File: src/rtl/seq_generator_pkg.sv
// Shared constants, state encoding and flip-mask helper
// for the serial pattern transmitter.
package seq_generator_pkg;

    localparam int PAT_LEN = 8;
    localparam logic [PAT_LEN-1:0] PATTERN = 8'b10011011;
    localparam logic IDLE_BIT = 1'b0;
    localparam int IDX_W = $clog2(PAT_LEN);
    localparam logic [IDX_W-1:0] LAST_IDX = IDX_W'(PAT_LEN - 1);
    localparam logic [IDX_W-1:0] PENULT_IDX = IDX_W'(PAT_LEN - 2);

    typedef enum logic [1:0] {
        ST_IDLE,
        ST_SEND,
        ST_GAP,
        ST_DONE
    } state_t;

    // Index 0 is the first bit on the line, i.e. the MSB of the frame.
    function automatic logic [PAT_LEN-1:0] flip_mask(
        input logic en,
        input logic [IDX_W-1:0] idx
    );
        logic [PAT_LEN-1:0] m;
        m = '0;
        if (en) m[LAST_IDX - idx] = 1'b1;
        return m;
    endfunction

endpackage

File: src/rtl/seq_serializer.sv
// Frame shift register with bit counter; its MSB flop is
// the registered serial output.
module seq_serializer
    import seq_generator_pkg::*;
(
    input  logic             clock,
    input  logic             reset,
    input  logic             load,
    input  logic             shift,
    input  logic             clear,
    input  logic             flip_en,
    input  logic [IDX_W-1:0] flip_idx,
    output logic             outp,
    output logic [IDX_W-1:0] bit_idx
);

    logic [PAT_LEN-1:0] shreg;

    // Shifting in IDLE_BIT leaves the line idle once the last bit is gone.
    always_ff @(posedge clock or negedge reset) begin
        if (!reset) begin
            shreg   <= {PAT_LEN{IDLE_BIT}};
            bit_idx <= '0;
        end else if (clear) begin
            shreg   <= {PAT_LEN{IDLE_BIT}};
            bit_idx <= '0;
        end else if (load) begin
            shreg   <= PATTERN ^ flip_mask(flip_en, flip_idx);
            bit_idx <= '0;
        end else if (shift) begin
            shreg   <= {shreg[PAT_LEN-2:0], IDLE_BIT};
            bit_idx <= bit_idx + IDX_W'(1);
        end
    end

    assign outp = shreg[PAT_LEN-1];

endmodule

File: src/rtl/seq_generator.sv
// Serial pattern transmitter: bursts of fixed frames with
// programmable repeat count, inter-frame gap and bit flip.
module seq_generator
    import seq_generator_pkg::*;
(
    input  logic       clock,
    input  logic       reset,
    input  logic       start,
    input  logic [3:0] rep_cnt,
    input  logic [3:0] gap_len,
    input  logic       flip_en,
    input  logic [2:0] flip_idx,
    input  logic       abort,
    output logic       outp,
    output logic       busy,
    output logic       frame_end,
    output logic       done,
    output logic [7:0] frames_sent
);

    state_t state, state_d;
    logic [3:0] reps_left, reps_d;
    logic [3:0] gap_cnt, gap_d;
    logic [3:0] gap_len_q;
    logic       flip_en_q;
    logic [2:0] flip_idx_q;
    logic       busy_d, fe_d, done_d, cnt_inc;
    logic       latch, load, shift, clear;
    logic       ser_flip_en;
    logic [2:0] ser_flip_idx;
    logic [2:0] bit_idx;

    seq_serializer u_ser (
        .clock    (clock),
        .reset    (reset),
        .load     (load),
        .shift    (shift),
        .clear    (clear),
        .flip_en  (ser_flip_en),
        .flip_idx (ser_flip_idx),
        .outp     (outp),
        .bit_idx  (bit_idx)
    );

    // Outputs are computed for the state being entered and registered.
    always_comb begin
        state_d      = state;
        reps_d       = reps_left;
        gap_d        = gap_cnt;
        busy_d       = 1'b0;
        fe_d         = 1'b0;
        done_d       = 1'b0;
        cnt_inc      = 1'b0;
        latch        = 1'b0;
        load         = 1'b0;
        shift        = 1'b0;
        clear        = 1'b0;
        ser_flip_en  = flip_en_q;
        ser_flip_idx = flip_idx_q;
        if (abort) begin
            state_d = ST_IDLE;
            clear   = 1'b1;
        end else begin
            unique case (state)
                ST_IDLE: begin
                    ser_flip_en  = flip_en;
                    ser_flip_idx = flip_idx;
                    if (start) begin
                        latch  = 1'b1;
                        reps_d = rep_cnt;
                        if (rep_cnt != 4'd0) begin
                            state_d = ST_SEND;
                            load    = 1'b1;
                            busy_d  = 1'b1;
                        end else begin
                            state_d = ST_DONE;
                            done_d  = 1'b1;
                        end
                    end
                end
                ST_SEND: begin
                    busy_d = 1'b1;
                    if (bit_idx == LAST_IDX) begin
                        reps_d = reps_left - 4'd1;
                        if (reps_left == 4'd1) begin
                            state_d = ST_DONE;
                            busy_d  = 1'b0;
                            done_d  = 1'b1;
                            shift   = 1'b1;
                        end else if (gap_len_q == 4'd0) begin
                            load = 1'b1;
                        end else begin
                            state_d = ST_GAP;
                            gap_d   = gap_len_q;
                            shift   = 1'b1;
                        end
                    end else begin
                        shift = 1'b1;
                        if (bit_idx == PENULT_IDX) begin
                            fe_d    = 1'b1;
                            cnt_inc = 1'b1;
                        end
                    end
                end
                ST_GAP: begin
                    busy_d = 1'b1;
                    gap_d  = gap_cnt - 4'd1;
                    if (gap_cnt == 4'd1) begin
                        state_d = ST_SEND;
                        load    = 1'b1;
                    end
                end
                ST_DONE: state_d = ST_IDLE;
                default: state_d = ST_IDLE;
            endcase
        end
    end

    always_ff @(posedge clock or negedge reset) begin
        if (!reset) begin
            state       <= ST_IDLE;
            reps_left   <= '0;
            gap_cnt     <= '0;
            gap_len_q   <= '0;
            flip_en_q   <= 1'b0;
            flip_idx_q  <= '0;
            busy        <= 1'b0;
            frame_end   <= 1'b0;
            done        <= 1'b0;
            frames_sent <= '0;
        end else begin
            state     <= state_d;
            reps_left <= reps_d;
            gap_cnt   <= gap_d;
            busy      <= busy_d;
            frame_end <= fe_d;
            done      <= done_d;
            if (cnt_inc) frames_sent <= frames_sent + 8'd1;
            if (latch) begin
                gap_len_q  <= gap_len;
                flip_en_q  <= flip_en;
                flip_idx_q <= flip_idx;
            end
        end
    end

endmodule

File: config.mk
export PLATFORM = sky130hd
export DESIGN_NAME = seq_generator
export DESIGN_NICKNAME = d
export VERILOG_FILES = /design/src/rtl/seq_generator_pkg.sv /design/src/rtl/seq_serializer.sv /design/src/rtl/seq_generator.sv
export SDC_FILE = /design/constraint.sdc
export NUM_CORES = 1
export LEC_CHECK = 0
export ABC_AREA = 1
export ABC_CLOCK_PERIOD_IN_PS = 4200
export CORE_MARGIN = 4
export CORE_UTILIZATION = 45
export DETAILED_ROUTE_END_ITERATION = 6
export GPL_TIMING_DRIVEN = 0
export PLACE_DENSITY = 0.65
export SLEW_MARGIN = 20
export SYNTH_ARGS = -nofsm -noshare
export SYNTH_HDL_FRONTEND = slang
export SYNTH_SLANG_ARGS = --single-unit
File: constraint.sdc
create_clock -name clock -period 4.2 [get_ports clock]
set_input_delay 0.84 -clock clock [delete_from_list [all_inputs] [get_ports clock]]
set_output_delay 0.84 -clock clock [all_outputs]
set_load 0.05 [all_outputs]
# Yosys cells after proc, flatten, opt, wreduce, memory -nomap -nowiden
# Cells that the tools add are included.
[word_totals]
ff_bits = 40
in_bits = 16
word_cells = 107
[op_classes]
add_sub_neg = 5
order_cmp = 2
eq_ne = 15
muxes = 61
bitwise_logic = 2
reduce_logical = 10
[op_table]
columns = ["cell", "n"]
rows = [
  ["8-bit two-way mux", 6],
  ["1-bit two-way mux", 31],
  ["4-bit two-way mux", 5],
  ["4-bit one-hot mux with 2 select lines", 2],
  ["3-bit two-way mux", 5],
  ["2-bit two-way mux", 7],
  ["3-bit != test (second input constant)", 3],
  ["8-bit by 1-bit adder with 8-bit output (second input constant)", 1],
  ["4-bit by 1-bit equality test with 1-bit output (second input constant)", 2],
  ["2-bit != test (second input constant)", 4],
  ["2-bit one-hot mux with 4 select lines", 1],
  ["4-bit AND reduction", 2],
  ["4-bit by 1-bit subtractor with 4-bit output (second input constant)", 2],
  ["3-bit equality test (second input constant)", 2],
  ["1-bit one-hot mux with 3 select lines", 2],
  ["5-bit NOT", 1],
  ["5-bit AND reduction", 1],
  ["2-bit equality test (second input constant)", 2],
  ["4-bit zero test", 1],
  ["3-bit by 4-bit less-than comparator with 1-bit output (second input constant)", 1],
  ["4-bit != test (second input constant)", 1],
  ["2-bit nonzero test", 2],
  ["4-bit nonzero test", 1],
  ["3-bit by 1-bit adder with 3-bit output (second input constant)", 1],
  ["other kinds (9)", 9],
]

# Longest topological paths before layout
# Gate-level depths: netlist of the first run.
[logic_depth]
depth_word = 14
mapped_depth = 12

# Modules after synthesis
# A second synthesis of the first run with hierarchy kept.
[hier_totals]
cells_unflattened = 307
hier_area_um2 = 2287.2
[modules_own_cells]
columns = ["module", "instances", "cells_per_inst", "area_per_inst_um2", "seq_area_each_um2"]
rows = [
  ["seq_generator", 1, 229, 1669.1, 725.7],
  ["seq_serializer", 1, 78, 618.1, 275.3],
]

# Worst setup path before layout of the first run
# Ideal clock, no wire load.
[synth_path]
path_kind = "in2reg"
start = "input port abort"
end = "register u_ser.shreg[7]"
setup_time_ns = 0.118
arrival_ns = 1.784
setup_slack_ns = 2.298
stages = 11
n_path_buf = 1
path_cell_list = "buf_2 > nor2_1 > nand2_1 > nand2_1 > nand2_1 > nor2_1 > nand2_1 > nand3_1 > nand2_1 > nand2_1 > nand2_1"
[synth_between]
elab_chain_cells = 12
elab_cells_between_ends = 18
classes_between = "1 x add/sub; 2 x order compare; 12 x mux; 1 x bitwise; 2 x reduce/logical"
[synth_rtl]
columns = ["item", "line", "rtl"]
rows = [
  ["from (decl)", "seq_generator.sv:13", "input logic abort,"],
  ["3-bit two-way mux", "seq_generator.sv:60", "if (abort) begin"],
  ["3-bit subtractor", "seq_generator_pkg.sv:26", "if (en) m[LAST_IDX - idx] = 1'b1;"],
  ["3-bit by 4-bit less-than comparator with 1-bit output (not written as such) / 3-bit by 1-bit greater-or-equal comparator with 1-bit output (equally long branches)", "seq_generator_pkg.sv:26", ""],
  ["1-bit logical AND (not written as such)", "seq_generator_pkg.sv:26", ""],
  ["1-bit two-way mux (not written as such)", "seq_generator_pkg.sv:26", ""],
  ["1-bit demux with 3-bit select", "-", ""],
  ["8-bit two-way mux", "seq_generator_pkg.sv:26", ""],
  ["8-bit two-way mux", "seq_serializer.sv:27", "end else if (load) begin"],
  ["8-bit two-way mux", "seq_serializer.sv:24", "end else if (clear) begin"],
  ["5-bit NOT (no line)", "-", ""],
  ["8-bit two-way mux", "seq_serializer.sv:27", ""],
  ["8-bit two-way mux", "seq_serializer.sv:24", ""],
  ["to (signal assigned)", "seq_serializer.sv:25", "shreg <= {PAT_LEN{IDLE_BIT}};"],
  ["to (signal assigned)", "seq_serializer.sv:28", "shreg <= PATTERN ^ flip_mask(flip_en, flip_idx);"],
  ["to (signal assigned)", "seq_serializer.sv:31", "shreg <= {shreg[PAT_LEN-2:0], IDLE_BIT};"],
  ["to (decl)", "seq_serializer.sv:17", "logic [PAT_LEN-1:0] shreg;"],
]
# Several ways; a longest one is shown, not always the timed one. The select of a mux whose other input is x is not followed.
# A chain may end at the register's enable or synchronous reset.

# Final worst setup path of the first run
[layout_path]
start = "register frames_sent[3]"
end = "output port frames_sent[3]"
[layout_rtl]
columns = ["item", "line", "rtl"]
rows = [
  ["from (decl)", "seq_generator.sv:18", "output logic [7:0] frames_sent"],
  ["from (signal assigned)", "seq_generator.sv:138", "if (cnt_inc) frames_sent <= frames_sent + 8'd1;"],
]
# No word-level cell between the ends.

==> results of run 1 <==
flip-flops by register name (all words and copies together) (netlist names):
register / flops
flip_idx_q: 3
frames_sent: 8
busy: 1
u_ser.shreg: 8
frame_end: 1
flip_en_q: 1
gap_cnt: 4
done: 1
reps_left: 4
gap_len_q: 4
state: 2
u_ser.bit_idx: 3
how the worst max path moves through the flow:
stage / cells past startpoint / to / startpoint
floorplan: 11 / u_ser.shreg[7] / abort
global placement: 1 / u_ser.shreg[4] / reset
detailed placement: 11 / u_ser.shreg[2] / rep_cnt[3]
CTS: 1 / frames_sent[3] / frames_sent[3]
global route: 1 / frames_sent[3] / frames_sent[3]
finish: 1 / frames_sent[3] / frames_sent[3]
logic make-up (layout without fill, tap and decap cells):
group | count (synthesis) | in the layout | share of synthesized area
AND/OR/NAND/NOR | 169 | 169 | 0.322
buffers and inverters | 43 | 78 | 0.0808
flip-flops | 40 | 40 | 0.437
AO/OA/AOI/OAI | 37 | 37 | 0.0901
adder cells (fa/ha/maj) | 8 | 8 | 0.0437
XOR/XNOR | 7 | 7 | 0.0267
power breakdown:
group          leakage (µW)  internal (µW)  total (µW)  switching [µW]
clock             0.0000552            176         310             133
sequential         0.000516            500         568            68.5
combinational      0.000832            228         649             422
total               0.00140            904        1530             624
cells in the mapped netlist, types with 2 or more instances:
cell and instances:
nand2_1 88, nand3_1 44, dfrtp_1 40, inv_1 30, nor2_1 25, o21ai_0 18
a21oi_1 9, ha_1 8, buf_2 7, xnor2_1 5, inv_2 4, o21ai_1 3
buf_6 2, nand2_2 2, nand3b_1 2, nand4_1 2, nand4_2 2, o211ai_1 2
xor2_1 2
layout make-up:
cell class,count,area (µm²),share of cell area
clock inverters,2,35.0,0.0127
plain buffers,9,57.6,0.0209
well taps,67,83.8,0.0304
inverters,34,128,0.0463
repair buffers,27,275,0.0998
clock buffers,6,72.6,0.0263
flip-flops and latches,40,1000,0.363
multi-input cells,221,1110,0.401
stage by stage:
step                      instances  setup slack [ps]   util  total power [µW]
after CTS                       406              1760  0.573              1540
final                           406              1780  0.573              1530
after global placement          397              1230  0.547              1210
after global routing            406              1720  0.573              1670
after floorplan                 304              2300      -              1060
after detailed placement        398              1760  0.550              1230
metal layers:
layer  GRT usage  vias up
met4      0.0515        0
li1            -     1046
met1       0.221      921
met3      0.0361        5
met5           0        -
met2       0.274       30
==> impl_results.md, run 1 <==
- Status: finished clean
- Min Tclk post-route: around 2400 ps
- CTS root buf: clkbuf_8
- PD cells: around 550 nW/µm²
- Synth cell types: 28
- Placer Congestion: approximately 0.84
- Post-CTS Hold Buffers: 0
- Worst Path Required: between 3000 and 4000 ps
- Share of cells above drive strength 1: 0.0885
- Met2 WL: roughly 2.1 mm
- Routed wire length: about 4.7 mm
- Number of setup buffers added after CTS: 0
- Largest net degree at the start of global routing: 26
- GR Overflow Total: 0
- Via/cell ratio: 4.93
- Reg2Reg Depth: 7
- Slowest cell on the critical path: clkdlybuf4s50_1
- EDFF count, synth: 0
- CTS clk-pin slew, worst paths: ~80 ps
- Placed cell areas: between 2000 and 3000 µm²
- Die area: approximately 6300 µm²
- Worst R2R Start: u_ser.bit_idx[0]
- Synth-to-layout area growth: 20.4%
- Residual DRC count: 0
- Fin crit share: 0.577
- Fin nets: approximately 360
- RSZ-0062 raised after global routing: no
- Sink Count: 40
- Met1 wire length: ~2.3 mm
- R2r setup slk: approximately 2500 ps
- Share of the synthesized area in the top cell type: 0.437
- Post-synth ARST share: 1.00
- Clk buf depth: 2
- CTS H-tree lvls: 2
- Die Span Y: a little under 80 µm
- Syn_area_per_cell: about 7.5 µm²
- Starting Density: 0.476
- Count of warnings emitted by yosys: 0
- Final setup fails: 0
- Final TNS setup: 0 ps
- Crit end category: primary output
- Startpoint types: flop
- Worst-margin pin slew: 502 ps
- Fmax achieved: 0.413 GHz
- First-pass GRT wire length: roughly 8.4 mm
- Lkg Pwr: 0.00140 µW
- Sequential cell area fraction in the yosys report: 0.437
- DRT Pass-1 Iters: 4
- Critical path, cell by cell: clkdlybuf4s50_1
- Vias in the first global route: between 1500 and 2000
- Final instance area: approximately 2800 µm²
- GRT Total Usage: 0.167
- Hold WS: 468 ps
- TritonCTS clock tree: done
- Largest cells by area after synthesis: dfrtp_1 (44%), nand2_1 (14%), nand3_1 (9.6%), inv_1 (4.9%), ha_1 (4.4%)
- Crit path largest cell delay: about 840 ps
- Fin. Hold Viols: 0
- Critical Path AT: about 1600 ps
- PortBufs: 26
- Die X: 79.4 µm
- Max VDD drop: between 0.3 and 0.4 mV
- # diodes: 0
- Iteration-0 DRC Markers: 81
- # IOs: 28
- Worst hold path class: in2async
- Max-slew violations: 0
- Buf+Inv Stages, Crit Path: 1
- CP max FO: 5
- # rows: 25
- Post-CTS sizing: 0
- Fillers: 517
- Synth area leader: dfrtp_1
- WL met3: 198 µm
- Cells after Synth: between 300 and 400
- Initial antenna violation count: 0
- Max-cap violations: 0
- Worst setup path category: reg2out
- Core box area: around 4800 µm²
- Dpl hpwl: about 3.6 mm
- Synth Register Bits: 40
- Antenna-violating nets left: 0
- Most frequent cells in the layout: nand2_1 (88), nand3_1 (44), dfrtp_1 (40)
- Reg-to-reg critical path endpoint: frames_sent[5]
- CTS buffer count: 5
- Via count: 2002
- Routed WL per cell: roughly 12 µm
- Clock Skews: 7.21 ps
- Commonest register cell after synthesis: dfrtp_1
- Syn Nets: around 330
- Top Metal Used: met4
- Slew headroom: 0.664
- Synth Cell Area: roughly 2300 µm²
- Cell family with most CP delay: buffers and inverters
- Clock latency on the worst-skew pair: between 200 and 300 ps
- Commonest non-fill, non-tap cell in the layout: nand2_1
No activity file was read; power rests on OpenSTA's default activity.
==> run 2: changes to the inputs <==
--- a/config.mk
+++ b/config.mk
@@ -6,7 +6,7 @@
 export NUM_CORES = 1
 export LEC_CHECK = 0
 export ABC_AREA = 1
-export ABC_CLOCK_PERIOD_IN_PS = 4200
+export ABC_CLOCK_PERIOD_IN_PS = 2360
 export CORE_MARGIN = 4
 export CORE_UTILIZATION = 45
 export DETAILED_ROUTE_END_ITERATION = 6
==> constraint.sdc (replaced) <==
create_clock -name clock -period 2.36 [get_ports clock]
set_input_delay 0.472 -clock clock [delete_from_list [all_inputs] [get_ports clock]]
set_output_delay 0.472 -clock clock [all_outputs]
set_load 0.05 [all_outputs]
==> results of run 2 <==
Same layout as run 1 (identical final DEF). Status: finished clean.
Among the figures that moved: setup slack after placement 1760 ps -> 288 ps; setup slack after layout 1780 ps -> 306 ps; hold slack 468 ps -> 100 ps; register-to-register setup slack 2450 ps -> 610 ps; total power 1530 µW -> 2720 µW; worst IR drop on VDD 0.303 mV -> 0.540 mV
==> run 3: changes to the inputs <==
--- a/config.mk
+++ b/config.mk
@@ -10,6 +10,7 @@
 export CORE_MARGIN = 4
 export CORE_UTILIZATION = 45
 export DETAILED_ROUTE_END_ITERATION = 6
+export GPL_ROUTABILITY_DRIVEN = 1
 export GPL_TIMING_DRIVEN = 0
 export PLACE_DENSITY = 0.65
 export SLEW_MARGIN = 20
==> results of run 3 <==
Same layout as run 1 (identical final DEF). Status: finished clean.
Among the figures that moved: setup slack after placement 1760 ps -> 288 ps; setup slack after layout 1780 ps -> 306 ps; hold slack 468 ps -> 100 ps; register-to-register setup slack 2450 ps -> 610 ps; total power 1530 µW -> 2720 µW; worst IR drop on VDD 0.303 mV -> 0.540 mV
